`config.mk`:
```
export PLATFORM = sky130hd
export DESIGN_NAME = hazard_unit
export DESIGN_NICKNAME = d
export VERILOG_FILES = /design/src/rtl/hazard_unit.sv
export SDC_FILE = /design/constraint.sdc
export NUM_CORES = 1
export LEC_CHECK = 0
export CAP_MARGIN = 20
export CORE_UTILIZATION = 29
export CTS_CLUSTER_SIZE = 30
export DETAILED_ROUTE_END_ITERATION = 12
export PLACE_DENSITY = 0.55
export SLEW_MARGIN = 20
export SYNTH_ARGS = -nofsm -noshare
export SYNTH_HDL_FRONTEND = slang
export SYNTH_SLANG_ARGS = --single-unit
```
`constraint.sdc`:
```
create_clock -name clk -period 2.5 [get_ports clk]
set_clock_uncertainty 0.2 [all_clocks]
set_input_delay 0.5 -clock clk [delete_from_list [all_inputs] [get_ports clk]]
set_output_delay 0.5 -clock clk [all_outputs]
set_load 0.01 [all_outputs]
```
`src/rtl/hazard_unit.sv`:
```
// Pipeline hazard controller: load-use interlock, taken-branch flush and
// data-memory wait handling with a bounded wait and a sticky timeout flag.
module hazard_unit #(
  parameter int DATA_WIDTH  = 5,
  parameter int MEM_TIMEOUT = 255
) (
  input  logic                  clk,
  input  logic                  rst,
  input  logic [DATA_WIDTH-1:0] D_Rs1,
  input  logic [DATA_WIDTH-1:0] D_Rs2,
  input  logic                  D_UsesRs1,
  input  logic                  D_UsesRs2,
  input  logic [DATA_WIDTH-1:0] E_Rd,
  input  logic                  E_MemRead,
  input  logic                  E_RegWrite,
  input  logic                  E_BranchTaken,
  input  logic                  Mem_Busy,
  output logic                  F_Stall,
  output logic                  D_Stall,
  output logic                  E_Stall,
  output logic                  M_Stall,
  output logic                  D_Flush,
  output logic                  E_Flush,
  output logic                  Timeout_Err,
  output logic [1:0]            State,
  output logic [15:0]           Stall_Count
);

  localparam int WAIT_W = (MEM_TIMEOUT < 1) ? 1 : $clog2(MEM_TIMEOUT + 1);
  localparam logic [WAIT_W-1:0] WAIT_LIMIT = WAIT_W'(MEM_TIMEOUT);
  localparam logic [WAIT_W-1:0] WAIT_ONE   = WAIT_W'(1);
  localparam logic [15:0]       COUNT_MAX  = 16'hFFFF;

  typedef enum logic [1:0] {
    RUN        = 2'b00,
    LOAD_STALL = 2'b01,
    MEM_WAIT   = 2'b10,
    ILLEGAL    = 2'b11
  } state_t;

  typedef struct packed {
    logic f_stall;
    logic d_stall;
    logic e_stall;
    logic m_stall;
    logic d_flush;
    logic e_flush;
  } ctrl_t;

  localparam ctrl_t CTRL_NONE   = '{1'b0, 1'b0, 1'b0, 1'b0, 1'b0, 1'b0};
  localparam ctrl_t CTRL_MEM    = '{1'b1, 1'b1, 1'b1, 1'b1, 1'b0, 1'b0};
  localparam ctrl_t CTRL_BRANCH = '{1'b0, 1'b0, 1'b0, 1'b0, 1'b1, 1'b1};
  localparam ctrl_t CTRL_LOAD   = '{1'b1, 1'b1, 1'b0, 1'b0, 1'b0, 1'b1};

  state_t            state_q, state_d;
  logic [WAIT_W-1:0] wait_q, wait_d;
  logic              busy_mask_q, busy_mask_d;
  logic              timeout_q, timeout_d;
  logic [15:0]       stall_cnt_q;

  logic   load_use;
  logic   eff_busy;
  ctrl_t  run_ctrl;
  state_t run_next;
  ctrl_t  ctrl_fsm;
  ctrl_t  ctrl;

  // The load-use interlock only needs one bubble, so detection is suppressed
  // while that bubble is being inserted.
  assign load_use = E_MemRead && E_RegWrite && (E_Rd != '0)
                    && ((D_UsesRs1 && (D_Rs1 == E_Rd)) || (D_UsesRs2 && (D_Rs2 == E_Rd)))
                    && (state_q != LOAD_STALL);

  assign eff_busy = Mem_Busy && !busy_mask_q;

  // Normal-flow priority shared by RUN, LOAD_STALL and a finished MEM_WAIT.
  // NOTE: every signal assigned in an always_comb gets a default first, so no
  // path can leave it unassigned and infer a latch.
  always_comb begin
    run_ctrl = CTRL_NONE;
    run_next = RUN;
    if (eff_busy) begin
      run_ctrl = CTRL_MEM;
      run_next = MEM_WAIT;
    end else if (E_BranchTaken) begin
      run_ctrl = CTRL_BRANCH;
    end else if (load_use) begin
      run_ctrl = CTRL_LOAD;
      run_next = LOAD_STALL;
    end
  end

  always_comb begin
    ctrl_fsm    = CTRL_NONE;
    state_d     = RUN;
    wait_d      = '0;
    busy_mask_d = busy_mask_q && Mem_Busy;
    timeout_d   = timeout_q;
    case (state_q)
      RUN, LOAD_STALL: begin
        ctrl_fsm = run_ctrl;
        state_d  = run_next;
        wait_d   = (run_next == MEM_WAIT) ? WAIT_ONE : '0;
      end
      MEM_WAIT: begin
        if (Mem_Busy) begin
          ctrl_fsm = CTRL_MEM;
          if (wait_q == WAIT_LIMIT) begin
            // Give up on the memory: release the pipeline and ignore this
            // busy level until the memory drops it at least once.
            timeout_d   = 1'b1;
            busy_mask_d = 1'b1;
          end else begin
            state_d = MEM_WAIT;
            wait_d  = wait_q + WAIT_ONE;
          end
        end else begin
          ctrl_fsm = run_ctrl;
          state_d  = run_next;
        end
      end
      default: begin
        state_d = RUN;
      end
    endcase
  end

  assign ctrl = rst ? CTRL_NONE : ctrl_fsm;

  // NOTE: sequential state uses non-blocking assignments so every register
  // samples the pre-edge values, independent of statement order.
  always_ff @(posedge clk) begin
    if (rst) begin
      state_q     <= RUN;
      wait_q      <= '0;
      busy_mask_q <= 1'b0;
      timeout_q   <= 1'b0;
      stall_cnt_q <= '0;
    end else begin
      state_q     <= state_d;
      wait_q      <= wait_d;
      busy_mask_q <= busy_mask_d;
      timeout_q   <= timeout_d;
      if ((ctrl.f_stall || ctrl.m_stall) && (stall_cnt_q != COUNT_MAX)) begin
        stall_cnt_q <= stall_cnt_q + 16'd1;
      end
    end
  end

  assign F_Stall     = ctrl.f_stall;
  assign D_Stall     = ctrl.d_stall;
  assign E_Stall     = ctrl.e_stall;
  assign M_Stall     = ctrl.m_stall;
  assign D_Flush     = ctrl.d_flush;
  assign E_Flush     = ctrl.e_flush;
  assign Timeout_Err = timeout_q;
  assign State       = state_q;
  assign Stall_Count = stall_cnt_q;

endmodule

```
After elaboration in Yosys (flattened, before gate mapping). Cells that the tools add are included. Widths: inputs -> output; s select.

Register bits after elaboration: 28. Bits of input ports: 23. Output and inout port bits: 25. Word-level logic and storage cells: 50.

$add $sub $neg: 2. Eq/ne operators: 8. Multiplexer cells: 19. Reductions and logical operators: 16.

Operators by type and width (number): $mux 6 (5); $add 16x1->16 const B (1); $mux 8 (2); $ne 16x16->1 const B (1); $pmux 8 s2 (1); $pmux 6 s2 (1); $eq 5x5->1 (2); $logic_and 1x1->1 (9); $add 8x1->8 const B (1); $eq 8x8->1 const B (1); $mux 1 (6); $mux 2 (3); $reduce_bool 5->1 (1); $eq 2x2->1 const B (2); $pmux 2 s2 (1); $reduce_and 3->1 (1); $eq 2x1->1 const B (1); $logic_not 2->1 (1); $logic_or 1x1->1 (2); $ne 2x1->1 const B (1); $reduce_or 2->1 (1); $logic_not 1->1 (1).

Longest topological paths before layout. Gate-level depths: netlist of the first run.

Depth in word-level cells: 13. Mapped depth: 8.

Worst setup path before layout of the first run. Ideal clock, no wire load.

Path kind: input to register. From: in rst. To: reg stall_cnt_q[10] (netlist: Stall_Count[10]). Library setup time: 0.121 ns. Data arrival time: 2.063 ns. Required time: 2.179 ns. Setup slack: 0.116 ns. Stages: 7. Cells stage by stage: inv_1 > nand2_1 > a211oi_1 > a21oi_1 > buf_2 > nor3_1 > mux2_2.

Word-level cells in the longest chain between the ends: 3.

RTL lines: from (decl) (line 8) `input logic rst,`; $mux 6 (line 128) `assign ctrl = rst ? CTRL_NONE : ctrl_fsm;`; $logic_or 1x1->1 (line 144) `if ((ctrl.f_stall || ctrl.m_stall) && (stall_cnt_q != COUNT_MAX)) begin`; $logic_and 1x1->1 (line 144); to (signal assigned) (line 145) `stall_cnt_q <= stall_cnt_q + 16'd1;`; to (decl) (line 59) `logic [15:0] stall_cnt_q;`.

Parallel ways exist; a longest one is shown, timed or not. A chain may end at the register's enable or synchronous reset.

Worst setup path after layout of the first run.
From: in E_RegWrite. To: out D_Stall.

Word-level cells in the longest chain between the ends: 10.

RTL lines: from (decl) (line 15) `input logic E_RegWrite,`; $logic_and 1x1->1 (*) (2 in series) (line 70) `assign load_use = E_MemRead && E_RegWrite && (E_Rd != '0)`; $logic_and 1x1->1 (*) (line 71) `&& ((D_UsesRs1 && (D_Rs1 == E_Rd)) || (D_UsesRs2 && (D_Rs2 == E_Rd)))`; $logic_and 1x1->1 (*) (line 72) `&& (state_q != LOAD_STALL);`; $mux 6 (*) (line 87) `end else if (load_use) begin`; $mux 6 (*) (line 85) `end else if (E_BranchTaken) begin`; $mux 6 (*) (line 82) `if (eff_busy) begin`; $mux 6 (line 106) `if (Mem_Busy) begin`; $pmux 6 s2 (*) (line 99) `case (state_q)`; $mux 6 (*) (line 128); to (decl) (line 19) `output logic D_Stall,`.

Every way passes the cells marked *; elsewhere a longest branch is shown, timed or not.

==> flow_metrics.env, run 1 <==
export IMPL_status="completed"
export IMPL_grt_pass1_vias=1387
export IMPL_grt_max_degree=28
export IMPL_whs_ns=0.2814
export IMPL_final_common_cell="dfxtp_1"
export IMPL_fillers=489
export IMPL_io_buffers=47
export IMPL_die_y_um=73.44
export IMPL_dp_hpwl_um=2720
export IMPL_rr_worst_depth=7
export IMPL_first_iter_violations=49
export IMPL_viasPerCell=4.866
export IMPL_cp_cell_sequence="clkdlybuf4s50_1 > nand4bb_1 > a21oi_2 > nor2b_2 > a21oi_4 > inv_2 > buf_6"
export IMPL_synth_seq_area_share_pct=37.87
export IMPL_synth_compound_area_share_pct=17.58
export IMPL_cts_buffer_depth=2
export IMPL_final_core_utilization_pct=46.36
export IMPL_synth_edf_count=0
export IMPL_fin_cells=299
export IMPL_leakagePower_nw=0.8880
export IMPL_critPathMaxStageDelay_ns=0.45
export IMPL_synthMuxAreaShare_pct=0.7608
export IMPL_ys_ff_latch=28
export IMPL_routed_wirelength_um=3785
export IMPL_holdCritPathClass="flop to flop"
export IMPL_synth_simple_area_share_pct=27.39
export IMPL_ant_nets=0
export IMPL_min_to="Timeout_Err"
export IMPL_r2r_start="Stall_Count[9]"
export IMPL_antenna_found_initial=0
export IMPL_tightest_slew_ns=0.4261
export IMPL_io_pins=48
export IMPL_max_cap_violations=0
export IMPL_diodes=0
export IMPL_path_max_fanout=3
export IMPL_cts_sink_count=28
export IMPL_worst_path_dominant_cell_family="buffers and inverters"
export IMPL_ys_async_sr_fraction_pct=0
export IMPL_cts_root_buffer="clkbuf_8"
export IMPL_cp_arrival_ns=1.73
export IMPL_irDropWorstVdd_mv=0.2306
export IMPL_layout_common_cells="dfxtp_1, clkdlybuf4s50_1, buf_4"
export IMPL_clkTransAtPathRegs_ns=0.10
export IMPL_grt_ovfl_total=0
export IMPL_r2r_end="Stall_Count[9]"
export IMPL_cp_start_kind="input port"
export IMPL_p_total_mw=0.9421
export IMPL_route_detailed_drc=0
export IMPL_yosysWarnings=0
export IMPL_slowest_stage="clkdlybuf4s50_1"
export IMPL_syn_nets=198
export IMPL_min_period_ns=2.431
export IMPL_crit_path_end_kind="output port"
export IMPL_timing_fmax_mhz=411.4
export IMPL_synth_xor_area_share_pct=9.467
export IMPL_worstSkewPairLatency_ns=0.27
export IMPL_rsz0062_at_grt="no"
export IMPL_ff_latch_area_sq_um=560.5
export IMPL_synthAdderAreaFrac_pct=1.691
export IMPL_die_area_sq_mm=0.005393
export IMPL_start_util_pct=30.73
export IMPL_fp_row_count=25
export IMPL_multiInputGateArea_sq_um=883.3
export IMPL_die_w_um=73.44
export IMPL_drive_above_1_share_pct=15.52
export IMPL_dp_cells=293
export IMPL_p_per_area_mw_per_mm2=421.8
export IMPL_synth_area_sq_mm=0.001480
export IMPL_period_share_pct=97.23
export IMPL_grt_use_total_pct=14.82
export IMPL_place_area_sq_mm=0.002096
export IMPL_holdPathStages=2
export IMPL_drtPass1Iterations=4
export IMPL_yosysUniqueCellTypes=37
export IMPL_vias=1455
export IMPL_synth_top_family_by_area="simple AND/OR/NAND/NOR gates"
export IMPL_grt_first_pass_wirelength_um=6361
export IMPL_synth_flop_cell="dfxtp_1"
export IMPL_critPathBufInv=3
export IMPL_cts_tree="done"
export IMPL_path_class="input port to output port"
export IMPL_required_ns=1.80
export IMPL_slew_limit_headroom_pct=71.49
export IMPL_final_max_slew_viol_count=0
export IMPL_rrSetupSlack_ns=0.23
export IMPL_wl_per_cell_um=12.66
export IMPL_design_area_sq_mm=0.002233
export IMPL_finalNetCount=258
export IMPL_cts_buffers=3
export IMPL_synth_avg_cell_area_sq_um=8.556
export IMPL_min_delay_start="Timeout_Err"
export IMPL_design_core_area_sq_mm=0.004817
export IMPL_setup_viol=0
export IMPL_synthToLayoutAreaGrowth_pct=50.89
export IMPL_gp_congestion=0.8145
export IMPL_hold_viol_final=0
export IMPL_h_tree_depth=1
export IMPL_syn_inst=173
==> cell usage after synthesis (2+ instances only) <==
library cell	number	share of area (%)
or4_1	7	3.6
inv_1	6	1.5
nor2b_1	4	1.7
nor3_1	3	1.0
nand4_1	3	1.3
xor2_1	3	1.8
dfxtp_1	28	38
buf_2	2	0.68
nand2_1	10	2.5
and3_1	4	1.7
o41ai_1	4	2.4
o311ai_0	5	3.0
nand3b_1	2	1.0
ha_1	2	1.7
and4_1	3	1.8
nand3_1	13	4.4
or3_1	2	0.85
or2_2	2	0.85
o21ai_0	3	1.0
a21oi_1	13	4.4
o31ai_1	6	3.0
o21a_1	2	1.0
buf_4	3	1.5
nor2_1	15	3.8
xnor2_1	13	7.7
clkbuf_1	3	0.76
nand2b_1	2	0.85
==> timing repair <==
| action | CTS | global route |
|---|---|---|
| hold buffers | 0 | 0 |
| resized for setup | 28 | 14 |
| buffers inserted | 2 | 0 |
| setup endpoints to repair | 13 | 14 |
| pin swaps | 3 | 10 |
==> state kept, by name, indices dropped and copies added (netlist names) <==
register and flops:
wait_q 8, Timeout_Err 1, busy_mask_q 1, State 2, Stall_Count 16
==> cell type report <==
cell class / count / area share, %
inverters: 6 / 1.008
multi-input cells: 130 / 39.55
flip-flops and latches: 28 / 25.10
repair buffers: 64 / 27.39
clock inverters: 1 / 1.345
well taps: 67 / 3.754
clock buffers: 3 / 1.849
==> logic make-up after synthesis <==
| logic type | count (synthesis) |
|---|---|
| flops | 28 |
| buf+inv | 15 |
| xor+xnor | 16 |
| fa+ha+maj | 2 |
| mux | 1 |
| simple gates | 73 |
| compound gates | 38 |
==> worst reg2reg max path, cell delays in order, from the launching register on <==
cell and delay [ns]:
dfxtp_1 0.35, and4_1 0.24, and3_4 0.20, and4_1 0.22, and3_1 0.20, buf_4 0.19, or4_1 0.47, a21oi_1 0.14
==> how the worst max path moves through the flow <==
| stage | from | end | slack (ns) | cells past startpoint |
|---|---|---|---|---|
| 6_report | E_RegWrite | D_Stall | 0.07 | 7 |
| 5_1_grt | E_MemRead | F_Stall | 0.003 | 7 |
| 4_1_cts | D_Rs2[1] | D_Stall | 0.01 | 8 |
| 3_5_place_dp | E_Rd[1] | D_Stall | -0.54 | 7 |
| 3_3_place_gp | rst | D_Stall | -0.54 | 7 |
| 2_1_floorplan | rst | Stall_Count[10] | 0.12 | 7 |
==> power breakdown <==
| part | internal, mW | leakage, nW | switching [mW] |
|---|---|---|---|
| Sequential | 0.450 | 0.226 | 0.00584 |
| Combinational | 0.0714 | 0.626 | 0.0544 |
| Clock | 0.214 | 0.0357 | 0.146 |
| Total | 0.736 | 0.888 | 0.206 |
==> through the flow <==
step                setup TNS [ns]  setup slack [ns]
finish                           0           0.06926
CTS                              0           0.01054
floorplan                        0            0.1161
global route                     0          0.003497
detailed placement          -5.900           -0.5383
global placement            -5.608           -0.5434
==> per-layer routing <==
metal | wire, um | share of wire, % | track usage [%] | up-vias
met3 | 108 | 2.9 | 3.429 | 4
met5 | 0 | 0 | 0 | -
met2 | 1686 | 45 | 22.83 | 29
met1 | 1958 | 52 | 21.24 | 661
li1 | - | - | - | 761
met4 | 31 | 0.82 | 2.564 | 0
No activity file was read; power rests on OpenSTA's default activity.
==> run 2, diff against run 1 <==
==> constraint.sdc (replaced) <==
create_clock -name clk -period 2.5 [get_ports clk]
set_clock_uncertainty 0.2 [all_clocks]
set_input_delay 0.75 -clock clk [delete_from_list [all_inputs] [get_ports clk]]
set_output_delay 0.75 -clock clk [all_outputs]
set_load 0.01 [all_outputs]
==> run 2 against run 1 <==
  * The run now ends with negative setup slack left
  * Global-route usage is 0.52 points lower
  * Setup slack worse by 0.22 ns
  * Sequential share of layout area decreased by 0.47 points
==> flow_metrics.env, run 2 (synthesized netlist as in run 1, its figures left out) <==
export IMPL_first_iter_violations=43
export IMPL_io_buffers=47
export IMPL_die_y_um=73.44
export IMPL_crit_start="E_Rd[4]"
export IMPL_min_to="Timeout_Err"
export IMPL_route_met3_wl_um=140
export IMPL_antenna_found_initial=0
export IMPL_final_common_cell="dfxtp_1"
export IMPL_route_detailed_drc=0
export IMPL_p_per_area_mw_per_mm2=388.1
export IMPL_rrSetupSlack_ns=0.24
export IMPL_top_layer_used="met4"
export IMPL_p_clk_share_pct=32.4
export IMPL_worstSkewPairLatency_ns=0.28
export IMPL_gp_congestion=0.7772
export IMPL_design_core_area_sq_mm=0.004817
export IMPL_finalWorstSetupSlack_ns=-0.1523
export IMPL_multiInputGateArea_sq_um=950.9
export IMPL_synthToLayoutAreaGrowth_pct=53.76
export IMPL_cts_tree="done"
export IMPL_wl_per_cell_um=12.16
export IMPL_power_switching_mw=0.2110
export IMPL_p_comb_share_pct=16.1
export IMPL_holdCritPathClass="flop to flop"
export IMPL_cp_arrival_ns=1.70
export IMPL_largest_reg_flops=16
export IMPL_start_util_pct=30.73
export IMPL_grt_pass1_vias=1340
export IMPL_leakagePower_nw=0.8539
export IMPL_min_period_ns=2.652
export IMPL_status="complete, but fails checks"
export IMPL_routed_wirelength_um=3661
export IMPL_cts_buffer_depth=2
export IMPL_rr_worst_depth=7
export IMPL_worst_path_dominant_cell_family="buffers and inverters"
export IMPL_grt_max_degree=28
export IMPL_grt_use_total_pct=14.30
export IMPL_whs_ns=0.2809
export IMPL_path_max_fanout=3
export IMPL_r2r_end="Stall_Count[9]"
export IMPL_drtPass1Iterations=4
export IMPL_h_tree_depth=1
export IMPL_cts_root_buffer="clkbuf_8"
export IMPL_cp_cell_sequence="buf_8 > xnor2_2 > nand4_1 > o22ai_2 > buf_4 > a21oi_4 > inv_2 > buf_6"
export IMPL_io_pins=48
export IMPL_min_delay_start="Timeout_Err"
export IMPL_swShare_pct=23.89
export IMPL_slew_limit_headroom_pct=74.89
export IMPL_fillers=482
export IMPL_crit_path_end_kind="output port"
export IMPL_holdPathStages=2
export IMPL_period_share_pct=106.1
export IMPL_finalNetCount=260
export IMPL_final_max_slew_viol_count=0
export IMPL_cp_start_kind="input port"
export IMPL_grt_first_pass_wirelength_um=6072
export IMPL_rsz0062_at_grt="yes"
export IMPL_fin_tns_setup_ns=-0.4334
export IMPL_drt_met1_wl_um=1731
export IMPL_drive_above_1_share_pct=27.78
export IMPL_max_cap_violations=0
export IMPL_hold_viol_final=0
export IMPL_clkTransAtPathRegs_ns=0.09
export IMPL_timing_fmax_mhz=377.0
export IMPL_diodes=0
export IMPL_critPathMaxStageDelay_ns=0.18
export IMPL_grt_ovfl_total=0
export IMPL_p_int_mw=0.6722
export IMPL_setup_viol=3
export IMPL_path_class="input port to output port"
export IMPL_fp_row_count=25
export IMPL_required_ns=1.55
export IMPL_ant_nets=0
export IMPL_die_w_um=73.44
export IMPL_cts_buffers=3
export IMPL_dr_wl_met2_um=1771
export IMPL_r2r_start="Stall_Count[8]"
export IMPL_violations="negative setup slack"
export IMPL_irDropWorstVdd_mv=0.2389
export IMPL_layout_common_cells="dfxtp_1, clkdlybuf4s50_1, buf_4"
export IMPL_dp_hpwl_um=2672
export IMPL_slowest_stage="o22ai_2"
export IMPL_viasPerCell=4.807
export IMPL_tightest_slew_ns=0.3752
export IMPL_vias=1447
export IMPL_cts_sink_count=28
export IMPL_seqPwrFrac_pct=51.5
export IMPL_critPathBufInv=4
export IMPL_ff_latch_area_sq_um=560.5
export IMPL_die_area_sq_mm=0.005393
## run 2: worst max path at each step
stage | slack (ns) | endpoint | depth (start not counted)
2_1_floorplan | 0.003 | F_Stall | 6
3_5_place_dp | -1.03 | E_Flush | 7
6_report | -0.15 | D_Stall | 8
4_1_cts | -0.17 | F_Stall | 8
5_1_grt | -0.21 | F_Stall | 8
3_3_place_gp | -1.0 | E_Flush | 7
## run 2: final cells by class
| type | instances | area share, % |
|---|---|---|
| Multi-Input combinational cell | 130 | 41.78 |
| Timing Repair Buffer | 66 | 26.33 |
| Sequential cell | 28 | 24.63 |
| Tap cell | 67 | 3.683 |
| Clock buffer | 4 | 2.419 |
| Inverter | 6 | 1.154 |
## run 2: timing repair
action,CTS,global route
hold buffers,0,0
setup endpoints to repair,20,4
pin swaps,21,11
setup buffers,4,0
cloned,0,0
resized for setup,106,15
## run 2: per-stage QoR
stage / total power [mW] / instances / util (%) / cell area (sq um) / setup slack [ns]
after floorplan: 0.5206 / 173 / - / 1536 / 0.003311
after global placement: 0.5975 / 294 / 44.68 / 2152 / -0.9997
after detailed placement: 0.5969 / 294 / 44.68 / 2152 / -1.028
after CTS: 0.8867 / 302 / 46.13 / 2222 / -0.1678
after global routing: 0.9296 / 301 / 47.25 / 2276 / -0.2055
final: 0.8832 / 301 / 47.25 / 2276 / -0.1523
## run 2: power groups by stage
stage                     registers, mW  clock network, mW  logic (mW)
after floorplan                   0.468                  0      0.0530
after global placement            0.465                  0       0.132
after detailed placement          0.465                  0       0.132
after CTS                         0.455              0.299       0.132
after global routing              0.456              0.320       0.153
final                             0.455              0.286       0.142
## run 2: metal layers
metal	GRT usage (%)	vias up
met5	0	-
met4	2.564	0
met3	2.881	2
li1	-	756
met1	18.98	661
met2	24.16	28
## run 2: worst min-delay path, stage by stage (launching register included)
cell and delay, ns:
dfxtp_1 0.34, a21oi_1 0.04, nor2_1 0.07
